<file path="src/rtl/stopwatch_ctrl_if.sv">
// Bundles the button pulses and the MM:SS display outputs of stopwatch_ctrl.
// STOPWATCH_LAP_EN adds the lap pulse and the lap_held indicator.
interface stopwatch_ctrl_if;
  logic       btn_ss;
  logic       btn_clr;
  logic [3:0] sec_lo;
  logic [3:0] sec_hi;
  logic [3:0] min_lo;
  logic [3:0] min_hi;
  logic       running;
  logic       full;
  logic       co;
`ifdef STOPWATCH_LAP_EN
  logic       lap;
  logic       lap_held;

  modport master (
    output btn_ss, btn_clr, lap,
    input  sec_lo, sec_hi, min_lo, min_hi, running, full, co, lap_held
  );
  modport slave (
    input  btn_ss, btn_clr, lap,
    output sec_lo, sec_hi, min_lo, min_hi, running, full, co, lap_held
  );
`else
  modport master (
    output btn_ss, btn_clr,
    input  sec_lo, sec_hi, min_lo, min_hi, running, full, co
  );
  modport slave (
    input  btn_ss, btn_clr,
    output sec_lo, sec_hi, min_lo, min_hi, running, full, co
  );
`endif
endinterface

</file>
<file path="src/rtl/stopwatch_ctrl.sv">
// MM:SS stopwatch controller: run/pause/clear FSM, tick prescaler and BCD digit cascade.
// Optional lap-hold display is enabled by defining STOPWATCH_LAP_EN.
module stopwatch_ctrl #(
  parameter int TICK_DIV = 100,
  parameter int PRE_W    = 7
) (
  input  logic             clk,
  input  logic             rst,
  stopwatch_ctrl_if.slave  bus
);

  typedef enum logic [1:0] {
    ST_IDLE  = 2'd0,
    ST_RUN   = 2'd1,
    ST_PAUSE = 2'd2,
    ST_FULL  = 2'd3
  } state_t;

  state_t           r_state;
  state_t           w_next;
  logic [PRE_W-1:0] r_pre;
  logic [3:0]       r_secLo;
  logic [3:0]       r_secHi;
  logic [3:0]       r_minLo;
  logic [3:0]       r_minHi;
  logic             r_running;
  logic             r_full;
  logic             r_co;

  logic w_tick;
  logic w_secAt59;
  logic w_atMax;
  logic w_advance;

  assign w_tick    = (r_state == ST_RUN) && (r_pre == PRE_W'(TICK_DIV - 1));
  assign w_secAt59 = (r_secHi == 4'd5) && (r_secLo == 4'd9);
  assign w_atMax   = w_secAt59 && (r_minHi == 4'd5) && (r_minLo == 4'd9);
  // A tick at 59:59 saturates instead of wrapping the display.
  assign w_advance = w_tick && !w_atMax;

  always_ff @(posedge clk) begin
    if (rst) begin
      r_state <= ST_IDLE;
    end else begin
      r_state <= w_next;
    end
  end

  always_comb begin
    w_next = r_state;
    if (bus.btn_clr) begin
      w_next = ST_IDLE;
    end else begin
      case (r_state)
        ST_IDLE:  if (bus.btn_ss) w_next = ST_RUN;
        ST_RUN: begin
          if (bus.btn_ss) begin
            w_next = ST_PAUSE;
          end else if (w_tick && w_atMax) begin
            w_next = ST_FULL;
          end
        end
        ST_PAUSE: if (bus.btn_ss) w_next = ST_RUN;
        ST_FULL:  w_next = ST_FULL;
        default:  w_next = ST_IDLE;
      endcase
    end
  end

  // A pause press freezes the partial period so resume finishes it.
  always_ff @(posedge clk) begin
    if (rst || bus.btn_clr) begin
      r_pre <= '0;
    end else if (r_state == ST_RUN) begin
      if (w_tick) begin
        r_pre <= '0;
      end else if (!bus.btn_ss) begin
        r_pre <= r_pre + PRE_W'(1);
      end
    end
  end

  always_ff @(posedge clk) begin
    if (rst || bus.btn_clr) begin
      r_secLo <= 4'd0;
      r_secHi <= 4'd0;
      r_minLo <= 4'd0;
      r_minHi <= 4'd0;
    end else if (w_advance) begin
      r_secLo <= (r_secLo == 4'd9) ? 4'd0 : r_secLo + 4'd1;
      if (r_secLo == 4'd9) begin
        r_secHi <= (r_secHi == 4'd5) ? 4'd0 : r_secHi + 4'd1;
      end
      if (w_secAt59) begin
        r_minLo <= (r_minLo == 4'd9) ? 4'd0 : r_minLo + 4'd1;
      end
      if (w_secAt59 && (r_minLo == 4'd9)) begin
        r_minHi <= r_minHi + 4'd1;
      end
    end
  end

  always_ff @(posedge clk) begin
    if (rst) begin
      r_running <= 1'b0;
      r_full    <= 1'b0;
      r_co      <= 1'b0;
    end else begin
      r_running <= (w_next == ST_RUN);
      r_full    <= (w_next == ST_FULL);
      r_co      <= !bus.btn_clr && w_advance && w_secAt59;
    end
  end

  assign bus.running = r_running;
  assign bus.full    = r_full;
  assign bus.co      = r_co;

`ifdef STOPWATCH_LAP_EN
  logic       r_lapHeld;
  logic [3:0] r_lapSecLo;
  logic [3:0] r_lapSecHi;
  logic [3:0] r_lapMinLo;
  logic [3:0] r_lapMinHi;

  // Lap presses toggle a frozen snapshot; counting carries on underneath.
  always_ff @(posedge clk) begin
    if (rst || bus.btn_clr) begin
      r_lapHeld  <= 1'b0;
      r_lapSecLo <= 4'd0;
      r_lapSecHi <= 4'd0;
      r_lapMinLo <= 4'd0;
      r_lapMinHi <= 4'd0;
    end else if (bus.lap && (r_state == ST_RUN)) begin
      r_lapHeld <= !r_lapHeld;
      if (!r_lapHeld) begin
        r_lapSecLo <= r_secLo;
        r_lapSecHi <= r_secHi;
        r_lapMinLo <= r_minLo;
        r_lapMinHi <= r_minHi;
      end
    end
  end

  assign bus.lap_held = r_lapHeld;
  assign bus.sec_lo   = r_lapHeld ? r_lapSecLo : r_secLo;
  assign bus.sec_hi   = r_lapHeld ? r_lapSecHi : r_secHi;
  assign bus.min_lo   = r_lapHeld ? r_lapMinLo : r_minLo;
  assign bus.min_hi   = r_lapHeld ? r_lapMinHi : r_minHi;
`else
  assign bus.sec_lo = r_secLo;
  assign bus.sec_hi = r_secHi;
  assign bus.min_lo = r_minLo;
  assign bus.min_hi = r_minHi;
`endif

endmodule

</file>
<file path="src/flat_wrapper.sv">
// flat-port wrapper written by rule: the top's interface ports become plain ports
module stopwatch_ctrl_flat 
#(
  parameter int TICK_DIV = 100,
  parameter int PRE_W    = 7
)
  (clk, rst, bus_btn_ss, bus_btn_clr, bus_sec_lo, bus_sec_hi, bus_min_lo, bus_min_hi, bus_running, bus_full, bus_co);
  stopwatch_ctrl_if bus_i ();
  input  logic clk;
  input  logic rst;
  input wire logic [$bits(bus_i.btn_ss)-1:0] bus_btn_ss;
  input wire logic [$bits(bus_i.btn_clr)-1:0] bus_btn_clr;
  output wire logic [$bits(bus_i.sec_lo)-1:0] bus_sec_lo;
  output wire logic [$bits(bus_i.sec_hi)-1:0] bus_sec_hi;
  output wire logic [$bits(bus_i.min_lo)-1:0] bus_min_lo;
  output wire logic [$bits(bus_i.min_hi)-1:0] bus_min_hi;
  output wire logic [$bits(bus_i.running)-1:0] bus_running;
  output wire logic [$bits(bus_i.full)-1:0] bus_full;
  output wire logic [$bits(bus_i.co)-1:0] bus_co;
  assign bus_i.btn_ss = bus_btn_ss;
  assign bus_i.btn_clr = bus_btn_clr;
  assign bus_sec_lo = bus_i.sec_lo;
  assign bus_sec_hi = bus_i.sec_hi;
  assign bus_min_lo = bus_i.min_lo;
  assign bus_min_hi = bus_i.min_hi;
  assign bus_running = bus_i.running;
  assign bus_full = bus_i.full;
  assign bus_co = bus_i.co;
  stopwatch_ctrl #(.TICK_DIV(TICK_DIV), .PRE_W(PRE_W)) u_core (.clk(clk), .rst(rst), .bus(bus_i));
endmodule
</file>
<file path="config.mk">
export PLATFORM = sky130hd
export DESIGN_NAME = stopwatch_ctrl_flat
export DESIGN_NICKNAME = d
export VERILOG_FILES = /design/src/rtl/stopwatch_ctrl_if.sv /design/src/rtl/stopwatch_ctrl.sv /design/src/flat_wrapper.sv
export SDC_FILE = /design/constraint.sdc
export NUM_CORES = 1
export LEC_CHECK = 0
export BUFFER_PORTS_ARGS = -buffer_cell sky130_fd_sc_hd__buf_2
export CORE_UTILIZATION = 55
export DETAILED_ROUTE_END_ITERATION = 10
export HOLD_SLACK_MARGIN = 0.1
export PLACE_DENSITY_LB_ADDON = 0.15
export SLEW_MARGIN = 5
export SYNTH_ARGS = -nofsm -noshare
export SYNTH_HDL_FRONTEND = slang
export SYNTH_SLANG_ARGS = --single-unit
</file>
<file path="constraint.sdc">
create_clock -name clk -period 2 [get_ports clk]
set_clock_uncertainty 0.1 [all_clocks]
set_input_delay 0.1 -clock clk [delete_from_list [all_inputs] [get_ports clk]]
set_output_delay 0.1 -clock clk [all_outputs]
set_load 0.03 [all_outputs]
</file>
==> metrics, run 1 <==
initial antenna violation count 0; min-delay worst type reg -> reg; WS Path Type reg -> reg; endpoints failing setup 0; antenna viol nets, final 0; Hold EP u_core.bus.sec_lo[2]; Worst R2R Setup Slack 0.08 ns; synth unique cells 46; top-count cell post-synth dfxtp_1; hold path startpoint u_core.bus.sec_lo[2]; die height ~52 um; DIE AREA between 0.002 and 0.003 mm2; CP Max Fanout 7; Setup WS post-layout between 0.08 and 0.09 ns; layout cells sized above 1 25.9%; worst hold stages 2; core area 0.00230 mm2; H-tree levels 1; global-route wire length before repair approximately 4700 um; Post-synth EDFFs 0; Synth area leader dfxtp_1; global-route total usage across every layer between 20% and 30%; via count ~1.3k; initial DRC count 39; DIE WIDTH roughly 52 um; most frequent cells after synthesis 28 x dfxtp_1, 16 x nor2_1, 15 x a21oi_1, 15 x nand2_1, 7 x o21ai_0; Worst Reg-to-Reg Cells 7; Syn Nets 169; Avg WL per Cell 13.3 um; clock root cell clkbuf_4; Leakage 0.617 nW; dpl ws 0.0296 ns; post-synthesis cell count 162; Initial Util about three fifths; WL final around 2900 um; Final Critical Period approximately 1.9 ns; Post-synth top flop dfxtp_1; Worst Path Required 2.16 ns; critical path endpoint category flip-flop; Seq/Total Area, Yosys about two fifths; Synth area leaders dfxtp_1 40%, a21oi_1 5.4%, nor2_1 4.3%, nand2_1 4.0%, xnor2_1 3.1%; CTS tree built; synthesis warning total 0; Async SR Flop Fraction 0%; Clock Pin Slew Worst Setup and Hold Paths approximately 0.15 ns; total global routing overflow 0; footprint of the multi-input gates 790 um2; Final Hold Fails 0; Rel. slew slack between 60% and 70%; Tot Pwr roughly 0.87 mW; FF/Latch Area 567 um2; Filler Cell Count approximately 190; count of input and output buffers 22; Mapped Area approximately 0.0014 mm2; # nets final ~200; Worst Tran Pin Value 0.559 ns; startpoint types flip-flop; Max VDD drop slightly below 0.0005 V; largest net degree at the start of global routing 21; Bufs on Longest Clock Path 2; Arrival @ worst endpoint about 2.1 ns; vias in the first global route ~1.1k; # rows 17; diode count 0; Slew Viols, Final 0; status completed; clock latency on the worst-skew pair 0.33 ns; Avg Cell Area, Syn between 8 and 9 um2; Synth top area share 40.1%; routed vias/inst ~6; launch point of the worst reg-to-reg path u_core.r_pre[0]; Cells after DPL 211; RSZ-0062 raised after global routing false; setup tns final 0 ns; Non-Filler Instances roughly 220; max cap viols 0; DRC viols 0; FF+latch count, synth 28; Tcrit/Tclk final between 90% and 100%; Fmax ~520 MHz; Num Clock Sinks 28; Layout Area Growth over Synthesis 18.7%; DP Wirelength 2090 um; I/O pin count 23; Num CTS Buffers 3; Initial DRT Pass Iterations 4; r2r endpoint u_core.bus.min_lo[3]; GP Congestion 0.775; pwr/cell area about 520 mW/mm2
==> what timing repair did <==
item	4_1_cts	5_1_grt
setup endpoints to repair	1	8
buffers inserted	0	3
hold buffers	3	0
resized for setup	0	5
hold endpoints to repair	5	0
pin swaps	1	1
==> layout by cell type, fill, tap and decap left out, types with 7 or more instances in the layout <==
cell,count
buf_4,8
a21oi_1,15
o21ai_0,7
dfxtp_1,23
nand2_1,15
buf_2,22
nor2_1,16
==> where the power goes <==
group / internal [mW] / total [mW] / switching (mW)
sequential: 0.560 / 0.563 / 0.00220
clock: 0.111 / 0.276 / 0.164
combinational: 0.0125 / 0.0317 / 0.0192
total: 0.684 / 0.870 / 0.185
==> how the worst max path moves through the flow <==
stage	slack, ns	cells after the start	from	endpoint
detailed placement	0.03	6	u_core.r_pre[0]	u_core.bus.min_lo[3]
finish	0.08	7	u_core.r_pre[0]	u_core.bus.min_lo[3]
global route	0.01	7	u_core.r_pre[0]	u_core.bus.min_hi[3]
CTS	0.003	6	u_core.r_pre[0]	u_core.bus.min_lo[3]
global placement	0.14	7	u_core.r_pre[0]	u_core.bus.sec_lo[2]
floorplan	0.03	5	u_core.bus.sec_lo[2]	u_core.bus.sec_hi[3]
==> final cells by class <==
| class | instances | share of cell area, % |
|---|---|---|
| Timing Repair Buffer | 34 | 12.8 |
| Tap cell | 28 | 2.11 |
| Inverter | 5 | 1.13 |
| Sequential cell | 28 | 34.2 |
| Clock buffer | 4 | 2.19 |
| Multi-Input combinational cell | 122 | 47.6 |
==> logic make-up (layout without fill, tap and decap cells) <==
kind of cell	count (synthesis)	in the layout	synth area share (%)
xor gates and xnor gates	6	6	3.76
AOI/OAI and AO/OA	39	39	17.7
buffers and inverters	12	43	3.67
adders and majority gates	3	3	2.69
DFF	28	28	40.1
and+or+nand+nor	73	73	31.3
muxes	1	1	0.717
==> worst max-delay path, stage by stage, from the launching register on <==
cell	delay, ns
dfxtp_2	0.37
ha_1	0.18
and4b_1	0.22
buf_4	0.11
nand4_1	0.07
buf_4	0.18
or4_1	0.46
a31oi_1	0.16
==> per-layer routing <==
layer	GRT usage, %	wire [um]	up-vias
li1	-	-	663
met4	4.82	27	0
met5	0	0	-
met3	6.09	130	4
met1	29.2	1380	633
met2	37.8	1400	36
==> registers in the layout, indices dropped and copies added, names as in the netlist <==
signal and cells:
u_core.bus.sec_hi 4, u_core.bus.sec_lo 4, u_core.bus.min_hi 4, u_core.r_pre 7
u_core.bus.min_lo 4, u_core.r_state 2, u_core.bus.running 1, u_core.bus.full 1
u_core.bus.co 1
==> per-stage QoR <==
step / hold WS (ns) / utilization, % / instance area [um2]
after CTS: 0.426 / 70.6 / 1620
after floorplan: 0.120 / - / 1400
after global routing: 0.438 / 72.2 / 1660
final: 0.422 / 72.2 / 1660
after global placement: 0.305 / 67.8 / 1560
after detailed placement: 0.314 / 67.8 / 1560
No activity file was read; power rests on OpenSTA's default activity.
==> run 2: changes to the inputs <==
- CORE_UTILIZATION: 55 -> 49
- clock period: 2 -> 1.6 ns (I/O delays scaled with it)
==> metrics, run 2 (same netlist as run 1, synthesis figures left out) <==
setup tns final -2.26 ns; status complete, but fails checks; endpoints failing setup 19; worst hold stages 5; Leakage around 0.79 nW; Num Clock Sinks 28; Tcrit/Tclk final 116%; Initial Util between 50% and 60%; vias in the first global route 1,397; WL final ~3700 um; startpoint types flip-flop; Initial DRT Pass Iterations 4; global-route wire length before repair about 6100 um; clock root cell clkbuf_4; diode count 0; DIE AREA slightly above 0.003 mm2; Reg with most FFs u_core.r_pre; Worst Reg-to-Reg Cells 6; Rel. slew slack a little under three quarters; CP Max Fanout 9; DRC viols 0; # rows 18; final core utilization 77.8%; global-route total usage across every layer around 24%; Arrival @ worst endpoint slightly above 2 ns; Worst Path Required between 1.5 and 2 ns; Slew Viols, Final 0; Final Critical Period 1.85 ns; CTS tree built; Layout Area Growth over Synthesis 44.3%; largest net degree at the start of global routing 21; most common library cell in the layout ignoring fill and taps buf_4; pwr/cell area approximately 540 mW/mm2; initial DRC count 53; layout cells sized above 1 about 50%; Fmax approximately 540 MHz; initial antenna violation count 0; max cap viols 0; Filler Cell Count approximately 180; max reg flops 7; critical path endpoint category flip-flop; # nets final ~230; Clock Pin Slew Worst Setup and Hold Paths approximately 0.15 ns; DIE WIDTH approximately 55 um; antenna viol nets, final 0; core area 0.00259 mm2; Avg WL per Cell around 15 um; DP Wirelength 2580 um; Num CTS Buffers 3; Max VDD drop between 0.0006 and 0.0007 V; Bufs on Longest Clock Path 2; clock latency on the worst-skew pair 0.33 ns; Hold EP u_core.r_pre[6]; violated checks setup timing; FF/Latch Area between 500 and 600 um2; launch point of the worst reg-to-reg path u_core.r_pre[1]; H-tree levels 1; r2r endpoint u_core.bus.min_lo[3]; commonest cells after routing, fill and taps aside 35 x buf_4, 22 x buf_2, 17 x dfxtp_2, 16 x nor2_1; WS Path Type reg -> reg; RSZ-0062 raised after global routing true; GP Congestion a little under 0.8; dpl ws -0.276 ns; post-route cell area approximately 0.0020 mm2; Worst R2R Setup Slack -0.25 ns; Tot Pwr 1.10 mW; Setup WS post-layout -0.251 ns; die height 55.4 um; Worst Tran Pin Value roughly 0.42 ns; routed vias/inst ~5.8; Post-DP Area ~0.0018 mm2; Final Hold Fails 0; total global routing overflow 0; min-delay worst type in -> reg; via count roughly 1.5k; I/O pin count 23; count of input and output buffers 22; footprint of the multi-input gates around 890 um2; hold path startpoint bus_btn_ss
-- run 2: power breakdown --
part	switching, mW	leakage [nW]	internal (mW)
logic	0.0284	0.533	0.0207
registers	0.00198	0.236	0.697
clock network	0.208	0.0210	0.139
total	0.239	0.790	0.857
-- run 2: worst max-delay path, cell delays in order, from the launching register on --
cell,delay [ns]
dfxtp_2,0.39
ha_4,0.14
and4b_2,0.31
nand4_1,0.14
buf_6,0.16
or4_1,0.39
a31oi_1,0.16
-- run 2: repair_timing --
action,4_1_cts,5_1_grt
endpoints found under the hold margin,5,0
resized for setup,6,22
buffers inserted,1,4
setup endpoints to repair,18,23
pin swaps,1,7
hold buffers,4,0
-- run 2: how the worst max path moves through the flow --
stage	from	to	slack (ns)	depth (start not counted)
floorplan	u_core.bus.min_hi[1]	u_core.bus.sec_lo[2]	-0.20	7
global placement	u_core.r_pre[3]	u_core.bus.sec_hi[3]	-0.17	5
detailed placement	u_core.r_pre[2]	u_core.bus.sec_hi[2]	-0.28	5
CTS	u_core.r_pre[4]	u_core.bus.min_lo[3]	-0.22	6
global route	u_core.r_pre[4]	u_core.bus.min_lo[3]	-0.34	6
finish	u_core.r_pre[1]	u_core.bus.min_lo[3]	-0.25	6
-- run 2: cell type report --
| cell class | instances | share of cell area [%] |
|---|---|---|
| inverter | 5 | 0.932 |
| multi-input combinational | 122 | 44.0 |
| timing repair buffer | 64 | 22.2 |
| clock buffer | 4 | 1.80 |
| tap | 30 | 1.86 |
| sequential | 28 | 29.3 |
-- run 2: metrics by stage --
stage / hold WS [ns] / cells
floorplan: 0.100 / 162
global placement: 0.289 / 241
detailed placement: 0.315 / 241
CTS: 0.173 / 250
global route: 0.171 / 253
finish: 0.141 / 253
-- run 2: per-layer routing --
| metal | wire length (um) | GRT usage [%] | share of wire (%) |
|---|---|---|---|
| met1 | 1650 | 30.3 | 44 |
| met2 | 1890 | 41.5 | 51 |
| met3 | 123 | 3.75 | 3.3 |
| met4 | 47 | 8.21 | 1.3 |
| met5 | 0 | 0 | 0 |
==> run 3: changes to the inputs <==
- CORE_UTILIZATION: 49 -> 45
==> metrics, run 3 (same netlist as run 1, synthesis figures left out) <==
H-tree levels 1; Final Critical Period between 1.5 and 2 ns; commonest cells after routing, fill and taps aside 40 x buf_4, 22 x buf_2, 16 x dfxtp_2; Setup WS post-layout -0.239 ns; layout cells sized above 1 about half; Leakage 0.850 nW; total global routing overflow 0; CP Max Fanout 4; Initial DRT Pass Iterations 7; # rows 19; dpl ws -0.215 ns; slowest stage delay, CP around 0.4 ns; Buf/Inv on CP 1; Clock Pin Slew Worst Setup and Hold Paths ~0.15 ns; Initial Util 48.9%; initial antenna violation count 0; RSZ-0062 raised after global routing true; core area 0.00285 mm2; vias in the first global route between 1k and 1.5k; WL final between 3000 and 4000 um; crit path cell chain ha_4 > and4b_2 > nand4_1 > buf_4 > or4_4 > a21oi_2; DIE WIDTH 57.7 um; Layout Area Growth over Synthesis 46.4%; Avg WL per Cell around 14 um; startpoint types flip-flop; global-route total usage across every layer 22.1%; Non-Filler Instances approximately 260; GP Congestion between 0.7 and 0.8; Worst R2R Setup Slack -0.24 ns; Num Clock Sinks 28; # nets final between 200 and 250; final core utilization ~70%; CP top delay family simple AND/OR/NAND/NOR gates; initial DRC count 43; max cap viols 0; max reg flops 7; Worst Reg-to-Reg Cells 6; via count between 1k and 1.5k; Hold EP u_core.r_pre[5]; global-route wire length before repair around 5800 um; antenna viol nets, final 0; Rel. slew slack approximately 70%; status complete, but fails checks; clock root cell clkbuf_4; Fmax 544 MHz; count of input and output buffers 22; Slowest cell on crit path or4_4; Filler Cell Count ~220; Reg with most FFs u_core.r_pre; Worst Tran Pin Value approximately 0.45 ns; Worst Path Required approximately 1.8 ns; critical path endpoint category flip-flop; most common library cell in the layout ignoring fill and taps buf_4; Slew Viols, Final 0; min-delay worst type in -> reg; hold path startpoint bus_btn_ss; Tcrit/Tclk final 115%; Final Hold Fails 0; die height between 50 and 60 um; DIE AREA approximately 0.0033 mm2; Cells after DPL roughly 240; DRC viols 1; Num CTS Buffers 3; routed vias/inst around 5.7; clock latency on the worst-skew pair about 0.33 ns; CTS tree built; endpoints failing setup 18; launch point of the worst reg-to-reg path u_core.r_pre[1]; worst hold stages 5; diode count 0; r2r endpoint u_core.bus.min_hi[3]; DP Wirelength ~2500 um; Worst Hold Margin between 0.15 and 0.2 ns; WS Path Type reg -> reg; pwr/cell area around 540 mW/mm2; Max VDD drop about 0.00036 V; Arrival @ worst endpoint approximately 2 ns; I/O pin count 23; Bufs on Longest Clock Path 2; footprint of the multi-input gates around 900 um2; FF/Latch Area between 500 and 600 um2; violated checks DRC, setup timing; largest net degree at the start of global routing 21
==> run 3: cell types whose count changed in the layout (fill, tap and decap cells not counted), moves of 2 or more <==
cell	before	now
buf_6	3	1
nor2_1	16	14
o21ai_2	2	4
buf_4	35	40
nor3_4	0	2
==> run 3: routing by layer <==
| layer | share of wire [%] | wire (um) | global-route usage [%] |
|---|---|---|---|
| met5 | 0 | 0 | 0 |
| met4 | 0.69 | 25 | 7.14 |
| met3 | 3.1 | 110 | 2.68 |
| met2 | 49 | 1760 | 37.7 |
| met1 | 48 | 1710 | 29.3 |
==> run 3: timing repair <==
item,in CTS,in global routing
gates resized for setup,16,13
hold buffers,4,0
pin swaps,6,5
buffers inserted,3,3
endpoints found under the setup margin,20,22
endpoints found under the hold margin,5,0
==> run 3: metrics by stage <==
| stage | total power [mW] | TNS [ns] | instance area [um2] |
|---|---|---|---|
| after floorplan | 0.737 | -0.552 | 1470 |
| after global placement | 0.752 | -1.63 | 1830 |
| after detailed placement | 0.754 | -2.07 | 1830 |
| after CTS | 1.11 | -1.87 | 1980 |
| after global routing | 1.14 | -4.02 | 2040 |
| final | 1.10 | -2.34 | 2040 |
==> run 3: worst max-delay path by stage <==
stage	startpoint	end	cells past startpoint
after floorplan	u_core.bus.min_hi[1]	u_core.bus.sec_lo[2]	7
after global placement	u_core.r_pre[2]	u_core.bus.sec_hi[2]	5
after detailed placement	u_core.r_pre[1]	u_core.bus.min_lo[3]	6
after CTS	u_core.r_pre[1]	u_core.bus.min_hi[3]	5
after global routing	u_core.r_pre[1]	u_core.bus.min_hi[3]	6
final	u_core.r_pre[1]	u_core.bus.min_hi[3]	6
==> run 3: area by class of cell <==
| class | instances | area share [%] |
|---|---|---|
| sequential | 28 | 28.8 |
| inverter | 5 | 0.918 |
| tap | 31 | 1.90 |
| clock buffer | 4 | 1.77 |
| multi-input combinational | 122 | 44.1 |
| timing repair buffer | 67 | 22.6 |
==> run 3: power by group <==
group          internal (mW)  switching [mW]  leakage [nW]
clock                  0.139           0.207        0.0210
sequential             0.697         0.00188         0.236
combinational         0.0211          0.0293         0.593
==> run 3: tightest hold or removal path, cell delays in order <==
cell and delay, ns:
buf_2 0.10, or4bb_4 0.17, nor3_4 0.04, xnor2_1 0.12, nor2_1 0.04
